<file path="src/rtl/tone_gen.sv">
// tone_gen: square-wave tone generator driven by one-hot note enables.
// A half-period down-counter toggles audio_out at each boundary. Note changes
// and releases are honoured only at a boundary, so no runt pulses occur.
// Optional feature macro: TONE_OCTAVE_SHIFT_EN adds oct_up, which halves the
// half-period (one octave up). The halving is latched at boundaries.
//
// state   | meaning
// IDLE    | silent, waiting for any note enable
// PLAY    | tone sounding, at least one note enable present
// RELEASE | all enables gone, finishing the current half-cycle
`timescale 1ns/1ps
module tone_gen #(
  parameter int CLK_HZ = 50000000,
  parameter int DIV_W  = 24
) (
  input  logic       clk,
  input  logic       rst_n,
  input  logic [7:0] en_note,
`ifdef TONE_OCTAVE_SHIFT_EN
  input  logic       oct_up,
`endif
  output logic       audio_out,
  output logic       note_active,
  output logic [2:0] note_idx
);

  typedef enum logic [1:0] {IDLE, PLAY, RELEASE} state_t;

  localparam logic [DIV_W-1:0] HALF_0 = DIV_W'(CLK_HZ / (2 * 262));
  localparam logic [DIV_W-1:0] HALF_1 = DIV_W'(CLK_HZ / (2 * 294));
  localparam logic [DIV_W-1:0] HALF_2 = DIV_W'(CLK_HZ / (2 * 330));
  localparam logic [DIV_W-1:0] HALF_3 = DIV_W'(CLK_HZ / (2 * 349));
  localparam logic [DIV_W-1:0] HALF_4 = DIV_W'(CLK_HZ / (2 * 392));
  localparam logic [DIV_W-1:0] HALF_5 = DIV_W'(CLK_HZ / (2 * 440));
  localparam logic [DIV_W-1:0] HALF_6 = DIV_W'(CLK_HZ / (2 * 494));
  localparam logic [DIV_W-1:0] HALF_7 = DIV_W'(CLK_HZ / (2 * 523));

  state_t           state, state_nx;
  logic [7:0]       en_q;
  logic             none;
  logic [2:0]       sel;
  logic [DIV_W-1:0] half_sel, half_eff, reload;
  logic [DIV_W-1:0] cnt, cnt_nx;
  logic             audio_nx, active_nx;
  logic [2:0]       idx_nx;

`ifdef TONE_OCTAVE_SHIFT_EN
  logic oct_q;

  // Register the octave request alongside the note enables.
  always_ff @(posedge clk) begin
    if (!rst_n) oct_q <= 1'b0;
    else        oct_q <= oct_up;
  end

  assign half_eff = oct_q ? (half_sel >> 1) : half_sel;
`else
  assign half_eff = half_sel;
`endif

  assign none   = (en_q == 8'h00);
  assign reload = half_eff - DIV_W'(1);

  // Register the note enables every cycle.
  always_ff @(posedge clk) begin
    if (!rst_n) en_q <= 8'h00;
    else        en_q <= en_note;
  end

  // Lowest set enable wins when several are held.
  always_comb begin
    sel = 3'd0;
    for (int i = 7; i >= 0; i--) begin
      if (en_q[i]) sel = 3'(i);
    end
  end

  // Half-period lookup for the selected note.
  always_comb begin
    case (sel)
      3'd0:    half_sel = HALF_0;
      3'd1:    half_sel = HALF_1;
      3'd2:    half_sel = HALF_2;
      3'd3:    half_sel = HALF_3;
      3'd4:    half_sel = HALF_4;
      3'd5:    half_sel = HALF_5;
      3'd6:    half_sel = HALF_6;
      default: half_sel = HALF_7;
    endcase
  end

  // State, counter and output registers.
  always_ff @(posedge clk) begin
    if (!rst_n) begin
      state       <= IDLE;
      cnt         <= '0;
      audio_out   <= 1'b0;
      note_active <= 1'b0;
      note_idx    <= 3'd0;
    end else begin
      state       <= state_nx;
      cnt         <= cnt_nx;
      audio_out   <= audio_nx;
      note_active <= active_nx;
      note_idx    <= idx_nx;
    end
  end

  // Next-state logic; PLAY and RELEASE share the boundary handling since a
  // held enable at a RELEASE boundary behaves exactly like a PLAY boundary.
  always_comb begin
    state_nx  = state;
    cnt_nx    = cnt;
    audio_nx  = audio_out;
    active_nx = note_active;
    idx_nx    = note_idx;
    case (state)
      IDLE: begin
        audio_nx  = 1'b0;
        active_nx = 1'b0;
        if (!none) begin
          state_nx  = PLAY;
          audio_nx  = 1'b1;
          active_nx = 1'b1;
          cnt_nx    = reload;
          idx_nx    = sel;
        end
      end
      PLAY, RELEASE: begin
        if (cnt == '0) begin
          if (none) begin
            state_nx  = IDLE;
            audio_nx  = 1'b0;
            active_nx = 1'b0;
          end else begin
            state_nx = PLAY;
            audio_nx = ~audio_out;
            cnt_nx   = reload;
            idx_nx   = sel;
          end
        end else begin
          cnt_nx   = cnt - DIV_W'(1);
          state_nx = none ? RELEASE : PLAY;
        end
      end
      default: state_nx = IDLE;
    endcase
  end

endmodule

</file>
<file path="config.mk">
export PLATFORM = sky130hd
export DESIGN_NAME = tone_gen
export DESIGN_NICKNAME = d
export VERILOG_FILES = /design/src/rtl/tone_gen.sv
export SDC_FILE = /design/constraint.sdc
export NUM_CORES = 1
export LEC_CHECK = 0
export CORE_MARGIN = 1
export CORE_UTILIZATION = 55
export CTS_BUF_LIST = sky130_fd_sc_hd__clkbuf_2
export DETAILED_ROUTE_END_ITERATION = 16
export HOLD_SLACK_MARGIN = 0.03
export PLACE_DENSITY = 0.76
export SETUP_SLACK_MARGIN = 0.2
export SLEW_MARGIN = 20
export SYNTH_ARGS = -nofsm -noshare
export SYNTH_HDL_FRONTEND = slang
export SYNTH_SLANG_ARGS = --single-unit
</file>
<file path="constraint.sdc">
create_clock -name clk -period 2.6 [get_ports clk]
set_input_delay 0.26 -clock clk [delete_from_list [all_inputs] [get_ports clk]]
set_output_delay 0.26 -clock clk [all_outputs]
set_load 0.05 [all_outputs]
</file>
==> impl_results.md, run 1 <==
* Synth Warn # at 0
* DRT Pass-1 Iters at 5
* Cells after DPL at 384
* GPL Wtd Cong at 0.9291
* CP Max Fanout at 17
* Gr ovfl total at 0
* Setup Skew at 0.01810 ns
* Final setup margin at -0.003052 ns
* Share of cells above drive strength 1 at 0.2028
* Num CTS Buffers at 5
* Global-route wire length before repair at 10.99 mm
* Avg WL per Cell at 17.97 um
* Commonest non-fill, non-tap cell in the layout: dfxtp_1
* CTS Hold Buffers Added at 0
* Final hold violations at 0
* Worst slack, placed at 0.1122 ns
* Final period utilization at 1.001
* Reg clk slew, reported paths at 0.20 ns
* TritonCTS clock tree: done
* Residual DRC at 0
* CP endpoint kind: flip-flop
* Worst EP arrival at 2.89 ns
* Top cells by area, synth: dfxtp_1, a21oi_1, nor2_1
* Slew margin rel. at 0.4220
* Syn Area/Cell at 7.617 um2
* Largest net degree at the start of global routing at 22
* Core Area at 0.004115 mm2
* Finish-stage setup viols at 1
* Wire length on met2 at 3.186 mm
* Cells after synthesis at 320
* Finished Layout Cells at 405
* # diodes at 0
* DR top layer: met4
* Initial drt markers at 397
* Most frequent cells in the layout: dfxtp_1, nor2_1, a21oi_1
* Metal-1 WL at 3.310 mm
* Port Buffers at 14
* Final #Nets at 369
* CTS Sinks at 39
* Setup total negative slack at -0.003052 ns
* Die width at 68.57 um
* CP max-delay cell: or4_4
* Status: finished with violations
* Vias at 2667
* Overall power at 1.666 mW
* Syn_nets at 335
* Number of synthesized flops with an enable pin at 0
* WS Path Type: reg -> reg
* Register area share after synthesis at 0.3203
* CP Launch Type: flip-flop
* Max-cap violations at 0
* Synth Register Bits at 39
* Failing checks: negative setup slack
* Max VDD drop at 0.3867 mV
* Slew Limit Fails at 0
* Hold WC Path Type: in -> reg
* Asr flop ratio synth at 0
* Layout area overhead at 21.05%
* Yosys top cell by area: dfxtp_1
* Met3 Wirelength at 555 um
* DP Area at 0.002686 mm2
* CTS H-Tree Depth at 2
* Initial core utilization at 0.5923
* Num ports at 15
* Post-route cell area at 0.002950 mm2
* Root Buffer: clkbuf_2
* Vias per inst at 6.585
* Worst EP required at 2.89 ns
* Cell Pwr Density at 564.5 mW/mm2
* Max stage delay on crit path at 0.48 ns
* Die area at 0.004702 mm2
* Main synth FF type: dfxtp_1
* Worst-margin pin slew at 0.8670 ns
* Critical path cell sequence: inv_2 > ha_4 > or4b_4 > or4_4 > o21ai_2 > buf_4 > a21oi_1 > o32ai_1
* Leak Pwr at 1.086 nW
* Antenna viol nets, final at 0
* Vias in the first global route at 2269
* Synth cell types at 62
* Antenna violations before repair at 0
* Clk buf depth at 2
* Placed wire-length estimate at 4.726 mm
* Yosys top cell area share at 0.3203
* Synthesized cell area at 0.002437 mm2
* Row count at 23
* Die Y at 68.57 um
* Clk Latency, worst-skew pair at 0.40 ns
* Fin crit period at 2.603 ns
* Post-Route WL at 7.277 mm
* Fmax at 384.2 MHz
* RSZ-0062 raised after global routing: yes
* Gr usage total at 0.3194
[power by group]
group | leakage, nW | internal [mW] | total [mW] | switching (mW)
clock | 0.0281 | 0.0647 | 0.260 | 0.195
sequential | 0.324 | 0.660 | 0.735 | 0.0745
combinational | 0.734 | 0.285 | 0.671 | 0.387
total | 1.09 | 1.01 | 1.67 | 0.656
[path summary, 6_finish.rpt]
| kind | startpoint | endpoint | slack, ns | cells after the start |
|---|---|---|---|---|
| setup / recovery | cnt[1] | cnt[0] | -0.003 | 8 |
| setup reg to reg | cnt[1] | cnt[0] | -0.003 | 8 |
| hold / removal | en_note[7] | en_q[7] | 0.42 | 2 |
| hold reg to reg | note_idx[1] | note_idx[1] | 0.50 | 2 |
[critical path, delay by kind of cell (launching register included)]
family          cells  cell delay [ns]
simple gates        2             0.94
flops               1             0.37
fa+ha+maj           1             0.13
compound gates      3             0.72
buf+inv             2             0.34
[cell type report]
class	instances	area, um2
multi-input cells	257	1663
fillers	359	1165
flip-flops and latches	39	788.3
repair buffers	42	365.4
well taps	50	62.56
inverters	9	33.78
clock buffers	6	30.03
clock inverters	2	7.507
[sequential cells by signal, indices dropped and copies added (netlist names)]
signal / count
audio_out: 1
cnt: 24
en_q: 8
note_active: 1
note_idx: 3
state: 2
[kinds of logic after synthesis]
group / Yosys count / share of synthesized area
flops: 39 / 0.3203
fa+ha+maj: 5 / 0.02567
buf+inv: 26 / 0.04928
compound gates: 99 / 0.2711
mux: 3 / 0.01283
simple gates: 146 / 0.3137
xor+xnor: 2 / 0.007188
[synthesized netlist by cell type, drive strengths merged (3+ instances only)]
cell and n:
ha 5, and2 10, nor2 34, or4 6, dfxtp 39, inv 9
clkbuf 12, a21oi 29, o21ai 21, o211ai 5, a22oi 4, nor3 17
a31oi 4, a211oi 5, nand3 16, buf 5, or2 3, nand2 29
or3 5, nor4 10, nand2b 6
[through the flow]
step / hold slack (ns) / utilization
2_1_floorplan: 0.3873 / -
3_3_place_gp: 0.4624 / 0.6528
3_5_place_dp: 0.4732 / 0.6528
4_1_cts: 0.4259 / 0.6777
5_1_grt: 0.4105 / 0.7169
6_report: 0.4187 / 0.7169
[per-layer routing]
layer	GRT usage	up-vias
met5	0	-
met4	0.1276	0
met3	0.06414	26
met2	0.4657	120
met1	0.4541	1245
li1	-	1276
[what timing repair did]
action	CTS	global route
endpoints found under the hold margin	0	0
setup buffers	4	7
pin swaps	2	3
cloned	1	1
resized for setup	8	20
setup endpoints to repair	23	23
Power figures use the tool's default switching activity.
==> run 2, diff against run 1 <==
--- a/config.mk
+++ b/config.mk
@@ -16,3 +16,4 @@
 export SYNTH_ARGS = -nofsm -noshare
 export SYNTH_HDL_FRONTEND = slang
 export SYNTH_SLANG_ARGS = --single-unit
+export TNS_END_PERCENT = 20
==> run 2 against run 1 <==
  * The run now ends clean
  * Die area unchanged
  * Final cell count down 0.25%
  * Sequential cell count did not move
  * Combinational power is 4.3% lower
  * Global-route usage unchanged
  * Total power shrank 2.0%
  * Via count shrank 1.2%
  * Critical path type unchanged
==> impl_results.md, run 2 (synthesis gave the netlist of run 1 again) <==
* Fillers at 363
* Max VDD drop at 0.3916 mV
* Initial core utilization at 0.5923
* Die area at 0.004702 mm2
* Sequential cell area at 788.3 um2
* CTS Sinks at 39
* Num CTS Buffers at 5
* Final #Nets at 368
* Slew Limit Fails at 0
* Die width at 68.57 um
* Area used by multi-input combinational logic at 0.001623 mm2
* Metal-1 WL at 3.213 mm
* Finish-stage setup viols at 0
* Status: completed
* Initial drt markers at 362
* Root Buffer: clkbuf_2
* Antenna violations before repair at 0
* Largest net degree at the start of global routing at 22
* Vias per inst at 6.520
* Reg clk slew, reported paths at 0.20 ns
* WS Path Type: reg -> reg
* CP endpoint kind: flip-flop
* Worst EP required at 2.88 ns
* Port Buffers at 14
* GPL Wtd Cong at 0.9291
* CP Launch Type: flip-flop
* Met3 Wirelength at 649 um
* Placed wire-length estimate at 4.726 mm
* Core Area at 0.004115 mm2
* Num ports at 15
* Setup total negative slack at 0 ns
* Commonest non-fill, non-tap cell in the layout: dfxtp_1
* Vias at 2634
* Gr ovfl total at 0
* CTS H-Tree Depth at 2
* Residual DRC at 0
* DR top layer: met4
* # diodes at 0
* Final hold violations at 0
* Fin crit period at 2.506 ns
* Layout area overhead at 18.79%
* Antenna viol nets, final at 0
* Avg WL per Cell at 17.24 um
* Clk Latency, worst-skew pair at 0.38 ns
* CP Max Fanout at 17
* Share of cells above drive strength 1 at 0.1780
* Fmax at 399.1 MHz
* Most frequent cells in the layout: dfxtp_1, nor2_1, a21oi_1
* Die Y at 68.57 um
* Cell Pwr Density at 563.5 mW/mm2
* Most flop-heavy register: cnt
* Vias in the first global route at 2269
* Clk buf depth at 2
* TritonCTS clock tree: done
* Global-route wire length before repair at 10.99 mm
* Worst hold margin at 0.4375 ns
* Row count at 23
* RSZ-0062 raised after global routing: yes
* Max reg flops at 24
* Gr usage total at 0.3194
* Top Registers: cnt: 24 flops, en_q: 8 flops, note_idx: 3 flops
* Max-cap violations at 0
* Hold WC Path Type: in -> reg
* Wire length on met2 at 2.918 mm
* Worst EP arrival at 2.78 ns
* Leak Pwr at 1.070 nW
* Setup Skew at 0.01685 ns
* Post-Route WL at 6.966 mm
* Final period utilization at 0.9637
* DRT Pass-1 Iters at 7
* Slew margin rel. at 0.4380
* Overall power at 1.631 mW
* Worst-margin pin slew at 0.8430 ns
==> run 2: changes by cell type in the layout (fill, tap and decap cells not counted), sizes merged <==
| cell | delta |
|---|---|
| buf | -1 |
==> run 2: timing repair <==
item	CTS	global route
hold buffers	0	0
cloned	1	1
resized for setup	8	9
endpoints found under the setup margin	23	23
setup buffers	4	6
pin swaps	2	1
==> run 2: metal layers <==
| layer | vias to the layer above | track usage |
|---|---|---|
| li1 | 1267 | - |
| met1 | 1193 | 0.4541 |
| met2 | 145 | 0.4657 |
| met3 | 29 | 0.06414 |
| met4 | 0 | 0.1276 |
| met5 | - | 0 |
==> run 2: worst max-delay path, cell delays in order (launching register included) <==
cell,delay [ns]
dfxtp_2,0.40
or4_4,0.55
or4_4,0.54
o21ai_2,0.17
buf_4,0.25
a21oi_1,0.16
o32ai_1,0.34
==> run 2: final cells by class <==
type                    instances  share of cell area
multi-input cells             257              0.5605
flip-flops and latches         39              0.2723
repair buffers                 41              0.1210
well taps                      50             0.02161
inverters                       9             0.01167
clock buffers                   6             0.01037
clock inverters                 2            0.002593
==> run 2: worst paths after layout <==
kind,cells after the start,start,end,slack (ns)
worst max-delay path,6,cnt[13],cnt[0],0.09
worst min-delay path,2,en_note[7],en_q[7],0.44
worst max register to register,6,cnt[13],cnt[0],0.09
worst min register to register,2,note_idx[1],note_idx[1],0.50
==> run 2: power by group <==
| group | switching (mW) | internal (mW) | leakage [nW] |
|---|---|---|---|
| Combinational | 0.372 | 0.270 | 0.718 |
| Sequential | 0.0731 | 0.660 | 0.324 |
| Clock | 0.191 | 0.0649 | 0.0281 |
| Total | 0.636 | 0.995 | 1.07 |
==> run 2: per-stage QoR <==
stage                     cells  cell area, um2    util  setup WS, ns
after floorplan             320            2442       -        0.2051
after global placement      384            2686  0.6528        0.1524
after detailed placement    384            2686  0.6528        0.1122
after CTS                   397            2789  0.6777        0.2014
after global routing        404            2895  0.7036       0.05486
final                       404            2895  0.7036       0.09438
==> run 3, diff against run 2 <==
--- a/config.mk
+++ b/config.mk
@@ -5,7 +5,6 @@
 export SDC_FILE = /design/constraint.sdc
 export NUM_CORES = 1
 export LEC_CHECK = 0
-export CORE_MARGIN = 1
 export CORE_UTILIZATION = 55
 export CTS_BUF_LIST = sky130_fd_sc_hd__clkbuf_2
 export DETAILED_ROUTE_END_ITERATION = 16
@@ -16,4 +15,3 @@
 export SYNTH_ARGS = -nofsm -noshare
 export SYNTH_HDL_FRONTEND = slang
 export SYNTH_SLANG_ARGS = --single-unit
-export TNS_END_PERCENT = 20
==> results of run 3 <==
Final layout, timing and power as in run 1 (identical DEF).
